## src/rtl/thread_fetch_if.sv

```systemverilog
// Fetch-stage bundle: instruction memory port, decoded-op handshake,
// branch condition flags, Ret redirect and halt status.
interface thread_fetch_if;
    logic [15:0] imem_addr;
    logic [15:0] imem_rdata;
    logic        out_valid;
    logic        out_ready;
    logic        out_pid;
    logic [7:0]  out_op;
    logic [15:0] out_immed;
    logic [1:0]  torf_valid;
    logic [1:0]  torf;
    logic        redir_valid;
    logic        redir_pid;
    logic [15:0] redir_pc;
    logic [1:0]  halted;
    logic        halt;

    modport master (
        output imem_addr,
        input  imem_rdata,
        output out_valid,
        input  out_ready,
        output out_pid,
        output out_op,
        output out_immed,
        input  torf_valid,
        input  torf,
        input  redir_valid,
        input  redir_pid,
        input  redir_pc,
        output halted,
        output halt
    );

    modport slave (
        input  imem_addr,
        output imem_rdata,
        input  out_valid,
        output out_ready,
        input  out_pid,
        input  out_op,
        input  out_immed,
        output torf_valid,
        output torf,
        output redir_valid,
        output redir_pid,
        output redir_pc,
        input  halted,
        input  halt
    );
endinterface

```

## src/rtl/thread_fetch.sv

```systemverilog
// Two-thread interleaved fetch: per-thread PCs, Pre folding, local branch
// resolution, Ret parking and Sys retirement, one registered op per cycle.
module thread_fetch #(
    parameter logic [15:0] PC0_RESET = 16'h0000,
    parameter logic [15:0] PC1_RESET = 16'h8000
) (
    input  logic           clk,
    input  logic           reset,
    thread_fetch_if.master bus
);
    typedef enum logic [1:0] {RUN, WAIT_RET, HALTED} mode_e;

    logic [1:0][15:0] pc_q, pc_d;
    logic [1:0][3:0]  pre_q, pre_d;
    logic [1:0]       preset_q, preset_d;
    mode_e            mode_q [2];
    mode_e            mode_d [2];
    logic             pid_q, pid_d;
    logic             out_valid_q, out_valid_d;
    logic             out_pid_q, out_pid_d;
    logic [7:0]       out_op_q, out_op_d;
    logic [15:0]      out_immed_q, out_immed_d;

    logic        hold;
    logic [15:0] ir, pc_cur, pc_inc, tgt, next_pc, immed;
    logic [3:0]  opc;
    logic        emit, consume;

    function automatic logic [15:0] sext12(input logic signed [11:0] v);
        logic signed [15:0] w;
        w = v;
        return w;
    endfunction

    assign hold          = out_valid_q && !bus.out_ready;
    assign bus.imem_addr = pc_q[pid_q];
    assign bus.out_valid = out_valid_q;
    assign bus.out_pid   = out_pid_q;
    assign bus.out_op    = out_op_q;
    assign bus.out_immed = out_immed_q;
    assign bus.halted    = {mode_q[1] == HALTED, mode_q[0] == HALTED};
    assign bus.halt      = &bus.halted;

    always_comb begin
        pc_d        = pc_q;
        pre_d       = pre_q;
        preset_d    = preset_q;
        mode_d      = mode_q;
        pid_d       = pid_q;
        out_valid_d = out_valid_q;
        out_pid_d   = out_pid_q;
        out_op_d    = out_op_q;
        out_immed_d = out_immed_q;
        ir          = bus.imem_rdata;
        opc         = ir[15:12];
        pc_cur      = pc_q[pid_q];
        pc_inc      = pc_cur + 16'd1;
        tgt         = preset_q[pid_q] ? {pre_q[pid_q], ir[11:0]} : {pc_cur[15:12], ir[11:0]};
        next_pc     = pc_inc;
        immed       = {4'h0, ir[11:0]};
        emit        = 1'b0;
        consume     = 1'b0;

        if (!hold) begin
            pid_d = ~pid_q;
            if (mode_q[pid_q] == RUN) begin
                consume = 1'b1;
                case (opc)
                    4'h0: begin
                        emit = 1'b1;
                        if (ir[3:0] == 4'ha) begin
                            next_pc        = pc_cur;
                            mode_d[pid_q]  = WAIT_RET;
                        end else if (ir[3:0] == 4'hb) begin
                            emit           = 1'b0;
                            next_pc        = pc_cur;
                            mode_d[pid_q]  = HALTED;
                        end
                    end
                    4'h1: begin
                        emit  = 1'b1;
                        immed = preset_q[pid_q] ? {pre_q[pid_q], ir[11:0]} : sext12(ir[11:0]);
                    end
                    4'h4: begin
                        emit    = 1'b1;
                        immed   = pc_inc;
                        next_pc = tgt;
                    end
                    4'h5: next_pc = tgt;
                    4'h6, 4'h7: begin
                        // A branch without a current flag is not consumed: retried next slot.
                        if (!bus.torf_valid[pid_q]) begin
                            consume = 1'b0;
                            next_pc = pc_cur;
                        end else begin
                            next_pc = (bus.torf[pid_q] ^ (opc == 4'h6)) ? tgt : pc_inc;
                        end
                    end
                    4'h8, 4'h9, 4'ha: emit = 1'b1;
                    4'hb: begin
                        pre_d[pid_q]    = ir[3:0];
                        preset_d[pid_q] = 1'b1;
                    end
                    default: ;
                endcase
                pc_d[pid_q] = next_pc;
                if (consume && opc != 4'hb)
                    preset_d[pid_q] = 1'b0;
            end
            out_valid_d = emit;
            if (emit) begin
                out_pid_d   = pid_q;
                out_op_d    = {opc, (opc == 4'h0) ? ir[3:0] : 4'h0};
                out_immed_d = immed;
            end
        end

        // Redirect capture is independent of the hold and of the slot owner.
        for (int i = 0; i < 2; i++) begin
            if (bus.redir_valid && bus.redir_pid == 1'(i) && mode_q[i] == WAIT_RET) begin
                pc_d[i]   = bus.redir_pc;
                mode_d[i] = RUN;
            end
        end
    end

    always_ff @(posedge clk or posedge reset) begin
        if (reset) begin
            pc_q        <= {PC1_RESET, PC0_RESET};
            pre_q       <= '0;
            preset_q    <= '0;
            mode_q[0]   <= RUN;
            mode_q[1]   <= RUN;
            pid_q       <= 1'b0;
            out_valid_q <= 1'b0;
            out_pid_q   <= 1'b0;
            out_op_q    <= 8'h00;
            out_immed_q <= 16'h0000;
        end else begin
            pc_q        <= pc_d;
            pre_q       <= pre_d;
            preset_q    <= preset_d;
            mode_q[0]   <= mode_d[0];
            mode_q[1]   <= mode_d[1];
            pid_q       <= pid_d;
            out_valid_q <= out_valid_d;
            out_pid_q   <= out_pid_d;
            out_op_q    <= out_op_d;
            out_immed_q <= out_immed_d;
        end
    end
endmodule
```

## src/flat_wrapper.sv

```systemverilog
// flat-port wrapper written by rule: the top's interface ports become plain ports
module thread_fetch_flat 
#(
    parameter logic [15:0] PC0_RESET = 16'h0000,
    parameter logic [15:0] PC1_RESET = 16'h8000
)
  (clk, reset, bus_imem_addr, bus_imem_rdata, bus_out_valid, bus_out_ready, bus_out_pid, bus_out_op, bus_out_immed, bus_torf_valid, bus_torf, bus_redir_valid, bus_redir_pid, bus_redir_pc, bus_halted, bus_halt);
  thread_fetch_if bus_i ();
  input  logic clk;
  input  logic reset;
  output wire logic [$bits(bus_i.imem_addr)-1:0] bus_imem_addr;
  input wire logic [$bits(bus_i.imem_rdata)-1:0] bus_imem_rdata;
  output wire logic [$bits(bus_i.out_valid)-1:0] bus_out_valid;
  input wire logic [$bits(bus_i.out_ready)-1:0] bus_out_ready;
  output wire logic [$bits(bus_i.out_pid)-1:0] bus_out_pid;
  output wire logic [$bits(bus_i.out_op)-1:0] bus_out_op;
  output wire logic [$bits(bus_i.out_immed)-1:0] bus_out_immed;
  input wire logic [$bits(bus_i.torf_valid)-1:0] bus_torf_valid;
  input wire logic [$bits(bus_i.torf)-1:0] bus_torf;
  input wire logic [$bits(bus_i.redir_valid)-1:0] bus_redir_valid;
  input wire logic [$bits(bus_i.redir_pid)-1:0] bus_redir_pid;
  input wire logic [$bits(bus_i.redir_pc)-1:0] bus_redir_pc;
  output wire logic [$bits(bus_i.halted)-1:0] bus_halted;
  output wire logic [$bits(bus_i.halt)-1:0] bus_halt;
  assign bus_imem_addr = bus_i.imem_addr;
  assign bus_i.imem_rdata = bus_imem_rdata;
  assign bus_out_valid = bus_i.out_valid;
  assign bus_i.out_ready = bus_out_ready;
  assign bus_out_pid = bus_i.out_pid;
  assign bus_out_op = bus_i.out_op;
  assign bus_out_immed = bus_i.out_immed;
  assign bus_i.torf_valid = bus_torf_valid;
  assign bus_i.torf = bus_torf;
  assign bus_i.redir_valid = bus_redir_valid;
  assign bus_i.redir_pid = bus_redir_pid;
  assign bus_i.redir_pc = bus_redir_pc;
  assign bus_halted = bus_i.halted;
  assign bus_halt = bus_i.halt;
  thread_fetch #(.PC0_RESET(PC0_RESET), .PC1_RESET(PC1_RESET)) u_core (.clk(clk), .reset(reset), .bus(bus_i));
endmodule
```

## config.mk

```make
export PLATFORM = sky130hd
export DESIGN_NAME = thread_fetch_flat
export DESIGN_NICKNAME = d
export VERILOG_FILES = /design/src/rtl/thread_fetch_if.sv /design/src/rtl/thread_fetch.sv /design/src/flat_wrapper.sv
export SDC_FILE = /design/constraint.sdc
export NUM_CORES = 1
export LEC_CHECK = 0
export CORE_UTILIZATION = 55
export DETAILED_ROUTE_END_ITERATION = 7
export DONT_BUFFER_PORTS = 1
export PLACE_DENSITY = 0.71
export SLEW_MARGIN = 20
export SYNTH_ARGS = -nofsm -noshare
export SYNTH_HDL_FRONTEND = slang
export SYNTH_SLANG_ARGS = --single-unit
```

## constraint.sdc

```tcl
create_clock -name clk -period 2.8 [get_ports clk]
set_clock_uncertainty 0.2 [all_clocks]
set_input_delay 0.28 -clock clk [delete_from_list [all_inputs] [get_ports clk]]
set_output_delay 0.28 -clock clk [all_outputs]
set_load 0.03 [all_outputs]
```

Word level (Yosys, flattened, before mapping)

Index checks and enable logic that the tools add are counted.

Word-level logic and storage cells: 136
Input bits: 41
Bits in registers: 73
Output and inout bits: 45

Magnitude comparators: 4
Add/subtract/negate cells: 1
Mux-type cells: 59
Reduce and logical (&&, ||, !) cells: 28
Bitwise operators: 14
Eq/ne operators: 18

Operators by type and width:

| kind                                           | number |
|---|---|
| two-way mux 16 bit                             | 14 |
| two-way mux 32 bit                             | 2 |
| case mux 16 bit (3 select lines)               | 1 |
| two-way mux 4 bit                              | 9 |
| bitwise mux 32 bit                             | 1 |
| case mux 16 bit (2 select lines)               | 1 |
| == test 4 bit (second input constant)          | 6 |
| two-way mux 2 bit                              | 10 |
| adder 16 x 1 -> 16 bit (second input constant) | 1 |
| demux 16 bit (select 1 bit)                    | 1 |
| == test 4 x 3 -> 1 bit (second input constant) | 4 |
| two-way mux 1 bit                              | 15 |
| AND reduction 2 bit                            | 5 |
| bitwise mux 8 bit                              | 1 |
| logical AND 1 bit                              | 8 |
| AND reduction 4 bit                            | 2 |
| nonzero test 2 bit                             | 4 |
| bitwise AND 2 bit                              | 3 |
| inverter 2 bit                                 | 3 |
| bitwise OR 2 bit                               | 3 |
| nonzero test 3 bit                             | 2 |
| OR reduction 5 bit                             | 1 |
| demux 4 bit (select 1 bit)                     | 1 |
| == test 2 x 1 -> 1 bit (second input constant) | 2 |
| other kinds (19)                               | 24 |

Logic depth before layout (Yosys ltp)

Gate-level depths: netlist of the first run.

Word-level depth: 13
Gate-level depth with buffers: 13
Gate-level depth less buffers: 9

Worst setup path before layout of the first run

No wires, ideal clock.

Path type: reg-to-reg
Start: register u_core.pid_q
End: register u_core.pc_q[26] (netlist name)
Cell stages (with the launch flop): 14
Library setup time: 134 ps
Data required time: 2466 ps
Setup slack: -177 ps
Period minus slack after synthesis: 2977 ps
Arrival time: 2643 ps
Path buffers: 4
Path through: dfrtp_1 buf_6 buf_6 buf_4 buf_2 nand2_1 nand2_1 ha_1 nand4_1 a22oi_2 nand3_1 xnor2_1 a222oi_1 o21ai_0

Longest elaborated chain between the ends: 12
Elaborated cells on any way between the ends: 31
Classes of those cells: 1 x add/sub; 2 x order compare; 22 x mux; 2 x bitwise; 4 x reduce/logical

RTL lines:

| item                                  | line                                   | RTL |
|---|---|---|
| from (decl)                           | thread_fetch.sv:18                     | `logic pid_q, pid_d;` |
| from (signal assigned)                | thread_fetch.sv:145                    | `pid_q <= pid_d;` |
| two-way mux 16 bit * (2 in series)    | n/a                                    |  |
| net bus_imem_addr[1]                  | flat_wrapper.sv:11                     | `output wire logic [$bits(bus_i.imem_addr)-1:0] bus_imem_addr;` |
| adder 16 x 1 -> 16 bit *              | thread_fetch.sv:57                     | `pc_inc = pc_cur + 16'd1;` |
| two-way mux 16 bit (on tied branches) | thread_fetch.sv:96, thread_fetch.sv:74 |  |
| two-way mux 16 bit (on tied branches) | thread_fetch.sv:92, thread_fetch.sv:71 |  |
| case mux 16 bit (3 select lines) *    | thread_fetch.sv:68                     | `case (opc)` |
| two-way mux 16 bit *                  | thread_fetch.sv:66                     | `if (mode_q[pid_q] == RUN) begin` |
| two-way mux 16 bit *                  | thread_fetch.sv:64                     | `if (!hold) begin` |
| bitwise mux 32 bit *                  | thread_fetch.sv:106                    | `pc_d[pid_q] = next_pc;` |
| two-way mux 32 bit *                  | thread_fetch.sv:66                     |  |
| two-way mux 32 bit *                  | thread_fetch.sv:64                     |  |
| two-way mux 16 bit *                  | thread_fetch.sv:120                    | `if (bus.redir_valid && bus.redir_pid == 1'(i) && mode_q[i] == WAIT_RET) begin` |
| to (signal assigned)                  | thread_fetch.sv:129                    | `pc_q <= {PC1_RESET, PC0_RESET};` |
| to (signal assigned)                  | thread_fetch.sv:140                    | `pc_q <= pc_d;` |
| to (decl)                             | thread_fetch.sv:13                     | `logic [1:0][15:0] pc_q, pc_d;` |

Mark *: on every way through the listed nets, which the timed path passes. The rest lies on a longest branch. The select of a mux whose other input is x is not followed.
A chain may end at the register's enable or synchronous reset.

Worst setup path after layout of the first run

Start: register u_core.pid_q
End: register u_core.pc_q[26] (netlist name)

Longest elaborated chain between the ends: 12
Elaborated cells on any way between the ends: 31
Classes of those cells: 1 x add/sub; 2 x order compare; 22 x mux; 2 x bitwise; 4 x reduce/logical

RTL lines:

| item                                                                                        | line |
|---|---|
| two-way mux 16 bit (implied by the code) or two-way mux 1 bit (tied branches) (2 in series) | thread_fetch.sv:56, thread_fetch.sv:96 |
| adder 16 x 1 -> 16 bit or bitwise XOR 1 bit (tied branches)                                 | thread_fetch.sv:57, thread_fetch.sv:96 |
| two-way mux 16 bit (on tied branches)                                                       | thread_fetch.sv:96, thread_fetch.sv:74 |
| two-way mux 16 bit (on tied branches)                                                       | thread_fetch.sv:92, thread_fetch.sv:71 |
| case mux 16 bit (3 select lines)                                                            | thread_fetch.sv:68 |
| two-way mux 16 bit                                                                          | thread_fetch.sv:66 |
| two-way mux 16 bit                                                                          | thread_fetch.sv:64 |
| bitwise mux 32 bit                                                                          | thread_fetch.sv:106 |
| two-way mux 32 bit                                                                          | thread_fetch.sv:66 |
| two-way mux 32 bit                                                                          | thread_fetch.sv:64 |
| two-way mux 16 bit                                                                          | thread_fetch.sv:120 |

Parallel ways exist; a longest one is shown, timed or not. The select of a mux whose other input is x is not followed.

==> impl_metrics.ini, run 1 <==
[global_route]
grt_max_degree = 46
track_usage_pct = 33.4
antenna_found_initial = 0
overflow = 0
first_global_vias = 4081
grt_pass1_wl_um = 21700

[worst_setup_path]
reg2reg_from = u_core.pid_q
crit_required_ns = 2.82
cpPeakStageDelay_ns = 0.48
cp.arrival_ns = 2.72
rr_worst_depth = 9
critPathKind = register to register
worstPathMaxFanout = 6
regToRegSetupSlack_ns = 0.1
worstReg2RegEnd = u_core.pc_q[26]
critPathCaptureType = register
start_kind = register
crit_path_cell_trace = nand2b_1 -> nand2_4 -> ha_2 -> nand4b_1 -> a22oi_2 -> nand3_1 -> xnor2_1 -> a222oi_1 -> o21ai_0
cp_slowest_cell = dfrtp_2

[logic_synthesis]
yosys_warnings = 0
synth.cell_area_um2 = 4460
synth_nets = 528
avgSynthCellArea_um2 = 9.18
syn-instance-count = 486
synthArstFlopShare_pct = 100
synth_area_leaders = dfrtp_1 40%, o21ai_0 5.9%, nand2_1 5.0%
synth_edf_count = 0
synth-seq-cells = 73
yosysUniqueCellTypes = 70
synth_top_area_share_pct = 40.4
ys_seq_area_share_pct = 41.0
synth-main-ff-cell = dfrtp_1
netlist.top_cell.by_area = dfrtp_1

[detailed_routing]
drtPass1Iterations = 8
wl_per_cell_um = 21.4
drt_iter0_markers = 471
wl_met1_um = 5790
maxUsedRoutingLayer = met4
vias = 4170
wl_um = 13700
met2_length_um = 6120
avgViaCountPerCell = 6.53
met3_length_um = 1430
ant_nets = 0
route.detailed.drc = 0

[placement]
port_buffers = 0
place.gp.congestion = 0.996
dpl_cell_area_um2 = 4680
dp_hpwl_um = 9490

[pwr]
peakVddDrop_uv = 239
comb_power_share_pct = 16.9
seq_power_share_pct = 46.2
p_leak_uw = 0.00237
clkPwrFrac_pct = 36.9
p_int_uw = 1780
p_switching_uw = 750
powerDensity_nw_per_um2 = 476
swShare_pct = 29.7
power_uw = 2520

[timing]
timing.fmax_mhz = 370
worstMarginPinSlew_ns = 0.826
rsz0062_at_grt = false
slew_viol_final = 0
setup_viol = 0
whs_ns = 0.0103
fin_crit_sh_pct = 96.4
relSlewSlack_pct = 44.7
final_hold_viol_count = 0
setup_tns_ns = 0
post-route-min-period_ns = 2.70

[min_path]
hold-path-endpoint = u_core.pre_q[0]
min_from = bus_imem_rdata[0]
hold_path.class = primary input to register
hold_path_depth = 2

[clock_tree]
clockBufferDepth = 2
cts_tree = built
cts-htree-levels = 3
cts_buffers = 9
post_cts_buffers = 0
path_clk_slew_ns = 0.09
cts.sinks = 73
clkLatencyLatePin_ns = 0.36
cts_root_buf = clkbuf_8

[floorplan]
die_height_um = 92.1
core_region_area_um2 = 7770
initial_utilization_pct = 57.4
die_area_um2 = 8480
dieWidth_um = 92.1
io_pins = 86
rows = 32

[final_layout]
layout-drive-gt1-share_pct = 15.5
diodes = 0
nNetsFinal = 575
fin_area_um2 = 5310
syn_to_final_growth_pct = 19.0

[flow_run]
drv_cap = 0

[status]
status = finished clean
==> registers in the layout, indices dropped and copies added (netlist names), named ones only <==
name and cells:
u_core.pid_q 1, u_core.bus.out_valid 1, u_core.bus.out_immed 16, u_core.bus.out_op 8
u_core.pre_q 8, u_core.bus.out_pid 1, u_core.mode_q 4, u_core.pc_q 32
==> critical path: cells and delay by family, from the launching register on <==
family | cells | cell delay (ns)
xor+xnor | 1 | 0.15
compound gates | 3 | 0.89
flops | 1 | 0.48
simple gates | 4 | 0.63
fa+ha+maj | 1 | 0.21
==> cell type report <==
cell class,count,area (um^2)
Fill cell,628,2460
Multi-Input combinational cell,364,2430
Sequential cell,73,1830
Timing Repair Buffer,66,631
Tap cell,102,128
Clock buffer,9,124
Clock inverter,6,92.6
Inverter,19,71.3
==> power by group through the flow <==
stage / combinational [uW] / sequential [uW] / clock (uW)
6_report: 428 / 1170 / 932
5_1_grt: 458 / 1170 / 984
4_1_cts: 416 / 1160 / 935
3_5_place_dp: 363 / 1180 / 0
3_3_place_gp: 354 / 1180 / 0
2_1_floorplan: 305 / 1170 / 0
==> cells in the final DEF, fill, tap and decap left out, drive strengths merged, types with 5 or more instances in the layout <==
cell type / instances
a21oi: 26
a222oi: 8
a22oi: 19
and2: 5
and3: 8
buf: 27
clkbuf: 9
dfrtp: 72
dlygate4sd3: 39
inv: 20
mux2: 13
mux2i: 22
nand2: 61
nand3: 10
nand4: 9
nand4b: 5
nor2: 27
o21ai: 62
or3: 6
xnor2: 16
==> cells by family after synthesis <==
| logic type | Yosys count | share of synthesized area, % |
|---|---|---|
| DFF | 73 | 41.0 |
| adders and majority gates | 1 | 0.280 |
| muxes | 35 | 8.50 |
| and+or+nand+nor | 158 | 18.9 |
| xor gates and xnor gates | 17 | 3.34 |
| buffers and inverters | 49 | 5.52 |
| AOI/OAI and AO/OA | 153 | 22.5 |
==> cells in the mapped netlist, drive strengths merged (10+ instances only) <==
library cell  instances
nand3                10
nand2                61
a22oi                19
xnor2                16
buf                  14
mux2i                22
a21oi                26
o21ai                62
clkbuf               16
dfrtp                72
mux2                 13
inv                  19
nor2                 27
==> layer usage <==
layer  track usage, %  up-vias
li1                 -     1875
met1             45.7     1983
met2             50.4      273
met3             8.29       39
met4             14.1        0
met5                0        -
==> per-stage QoR <==
stage | worst slack, ns | std cells | utilization [%]
floorplan | 0.00800 | 486 | -
global placement | 0.0759 | 585 | 60.2
detailed placement | -0.0335 | 585 | 60.2
CTS | 0.112 | 637 | 67.9
global route | 0.0193 | 639 | 68.3
finish | 0.0997 | 639 | 68.3
==> how the worst max path moves through the flow <==
stage                 startpoint         endpoint  slack (ns)  depth (start not counted)
finish              u_core.pid_q  u_core.pc_q[26]         0.1                          9
detailed placement  u_core.pid_q  u_core.pc_q[26]       -0.03                          6
CTS                 u_core.pid_q  u_core.pc_q[26]        0.11                          9
global route        u_core.pid_q  u_core.pc_q[26]        0.02                          9
floorplan           u_core.pid_q  u_core.pc_q[26]       0.008                         12
global placement    u_core.pid_q   u_core.pc_q[9]        0.08                          6
==> what timing repair did <==
action                                  CTS  global route
hold buffers                             37             2
gates resized for setup                   1             4
endpoints found under the hold margin    84             2
pin swaps                                 0             2
endpoints found under the setup margin    3             7
No activity file was read; power rests on OpenSTA's default activity.
==> inputs of run 2 (changes only) <==
PLACE_DENSITY = 0.68   (was 0.71)
clock period = 3.21 ns   (was 2.8 ns; I/O delays follow)
==> run 2 against run 1 <==
Register-to-register slack lost 0.02 ns. Die area unchanged. Critical path depth is 1 higher. Count of clock-buffer cells in the layout is the same. Flip-flop and latch count is the same. Global-route usage down 0.15 points. Critical endpoint is now u_core.pc_q[25]. Largest cell class unchanged.
==> impl_metrics.ini, run 2 (synthesized netlist as in run 1, its figures left out) <==
[placement]
place.gp.congestion = 0.924
dp_hpwl_um = 9180
placed_cells = 573
port_buffers = 0

[timing]
slew_viol_final = 0
setup_viol = 0
timing.fmax_mhz = 319
relSlewSlack_pct = 48.8
fin_crit_sh_pct = 97.6
post-route-min-period_ns = 3.13
setup_tns_ns = 0
whs_ns = 0.00847
worstMarginPinSlew_ns = 0.767
final_hold_viol_count = 0

[global_route]
first_global_vias = 3953
overflow = 0
grt_max_degree = 45
grt_pass1_wl_um = 21400
track_usage_pct = 33.3
antenna_found_initial = 0

[final_layout]
regMostFlops = u_core.pc_q
final_cell_mix = 71 x dfrtp_1, 60 x nand2_1, 53 x o21ai_0, 39 x dlygate4sd3_1, 26 x a21oi_1
syn_to_final_growth_pct = 17.8
layout-drive-gt1-share_pct = 14.0
fill_cells = 632
utilization_pct = 67.7
stdcell_count = 631
diodes = 0
largest_register_ffs = 32
nNetsFinal = 567
layout_commonest_cell = dfrtp_1

[detailed_routing]
ant_nets = 0
drt_iter0_markers = 395
avgViaCountPerCell = 6.46
wl_per_cell_um = 21.4
wl_um = 13500
drtPass1Iterations = 6
route.detailed.drc = 0
vias = 4075

[worst_setup_path]
critPathKind = register to register
crit_required_ns = 3.25
start_kind = register
cp.arrival_ns = 3.18
worstPathMaxFanout = 34
critPathCaptureType = register

[clock_tree]
path_clk_slew_ns = 0.08
cts_root_buf = clkbuf_8
clockBufferDepth = 2
clkLatencyLatePin_ns = 0.37
cts_buffers = 9
cts-htree-levels = 3
cts_tree = built
cts.sinks = 73

[pwr]
peakVddDrop_uv = 294
powerDensity_nw_per_um2 = 431
p_leak_uw = 0.00234

[floorplan]
initial_utilization_pct = 57.4
die_area_um2 = 8480
core_region_area_um2 = 7770
rows = 32
dieWidth_um = 92.1
io_pins = 86
die_height_um = 92.1

[flow_run]
drv_cap = 0

[status]
status = finished clean

[min_path]
hold_path.class = primary input to register
## run 2: final timing paths
kind                                         from                       end  slack [ns]  cells after the start
worst max register to register       u_core.pid_q           u_core.pc_q[25]        0.08                     10
worst min-delay path            bus_imem_rdata[8]            u_core.pc_q[8]       0.008                      2
worst min register to register    u_core.pre_q[4]           u_core.pre_q[4]        0.29                      2
max in group asynchronous                   reset  u_core.bus.out_immed[14]        1.58                      4
min in group asynchronous                   reset   u_core.bus.out_immed[5]        0.27                      2
worst max-delay path                 u_core.pid_q           u_core.pc_q[25]        0.08                     10
## run 2: what timing repair did
item                       CTS  global route
hold endpoints to repair    82             1
gates resized for setup      0             8
buffers inserted             0             4
hold buffers                38             1
setup endpoints to repair    0             4
## run 2: through the flow
| step | setup slack [ns] | power, uW | instance area, um^2 |
|---|---|---|---|
| floorplan | 0.233 | 1280 | 4460 |
| global placement | 0.538 | 1320 | 4560 |
| detailed placement | 0.405 | 1330 | 4560 |
| CTS | 0.0304 | 2230 | 5170 |
| global route | -0.0301 | 2340 | 5260 |
| finish | 0.0766 | 2270 | 5260 |
## run 2: routing by layer
| metal | vias to the layer above | track usage (%) | part of all wire [%] |
|---|---|---|---|
| met5 | - | 0 | 0 |
| met4 | 0 | 11.1 | 1.6 |
| met3 | 22 | 9.29 | 10 |
| met2 | 207 | 50.5 | 45 |
| met1 | 1981 | 45.8 | 43 |
| li1 | 1865 | - | - |
## run 2: area by class of cell
class	count	area (um^2)	area share, %
flip-flops and latches	73	1830	34.8
multi-input cells	364	2440	46.4
clock inverters	6	108	2.05
well taps	102	128	2.43
inverters	19	71.3	1.36
clock buffers	9	124	2.36
repair buffers	58	558	10.6
## run 2: worst max-delay path, stage by stage (launching register included)
cell           delay [ns]
dfrtp_2              0.50
buf_12               0.15
buf_12               0.18
nand4_1              0.21
a22oi_4              0.30
nand3_1              0.12
xnor2_1              0.16
a222oi_1             0.36
buf_4                0.18
o21ai_1              0.05
dlygate4sd3_1        0.58
## run 2: where the power goes
part	internal [uW]	total, uW	leakage (uW)	switching (uW)
Sequential	953	1020	0.000952	64.9
Combinational	157	370	0.00127	213
Clock	509	878	0.000115	369
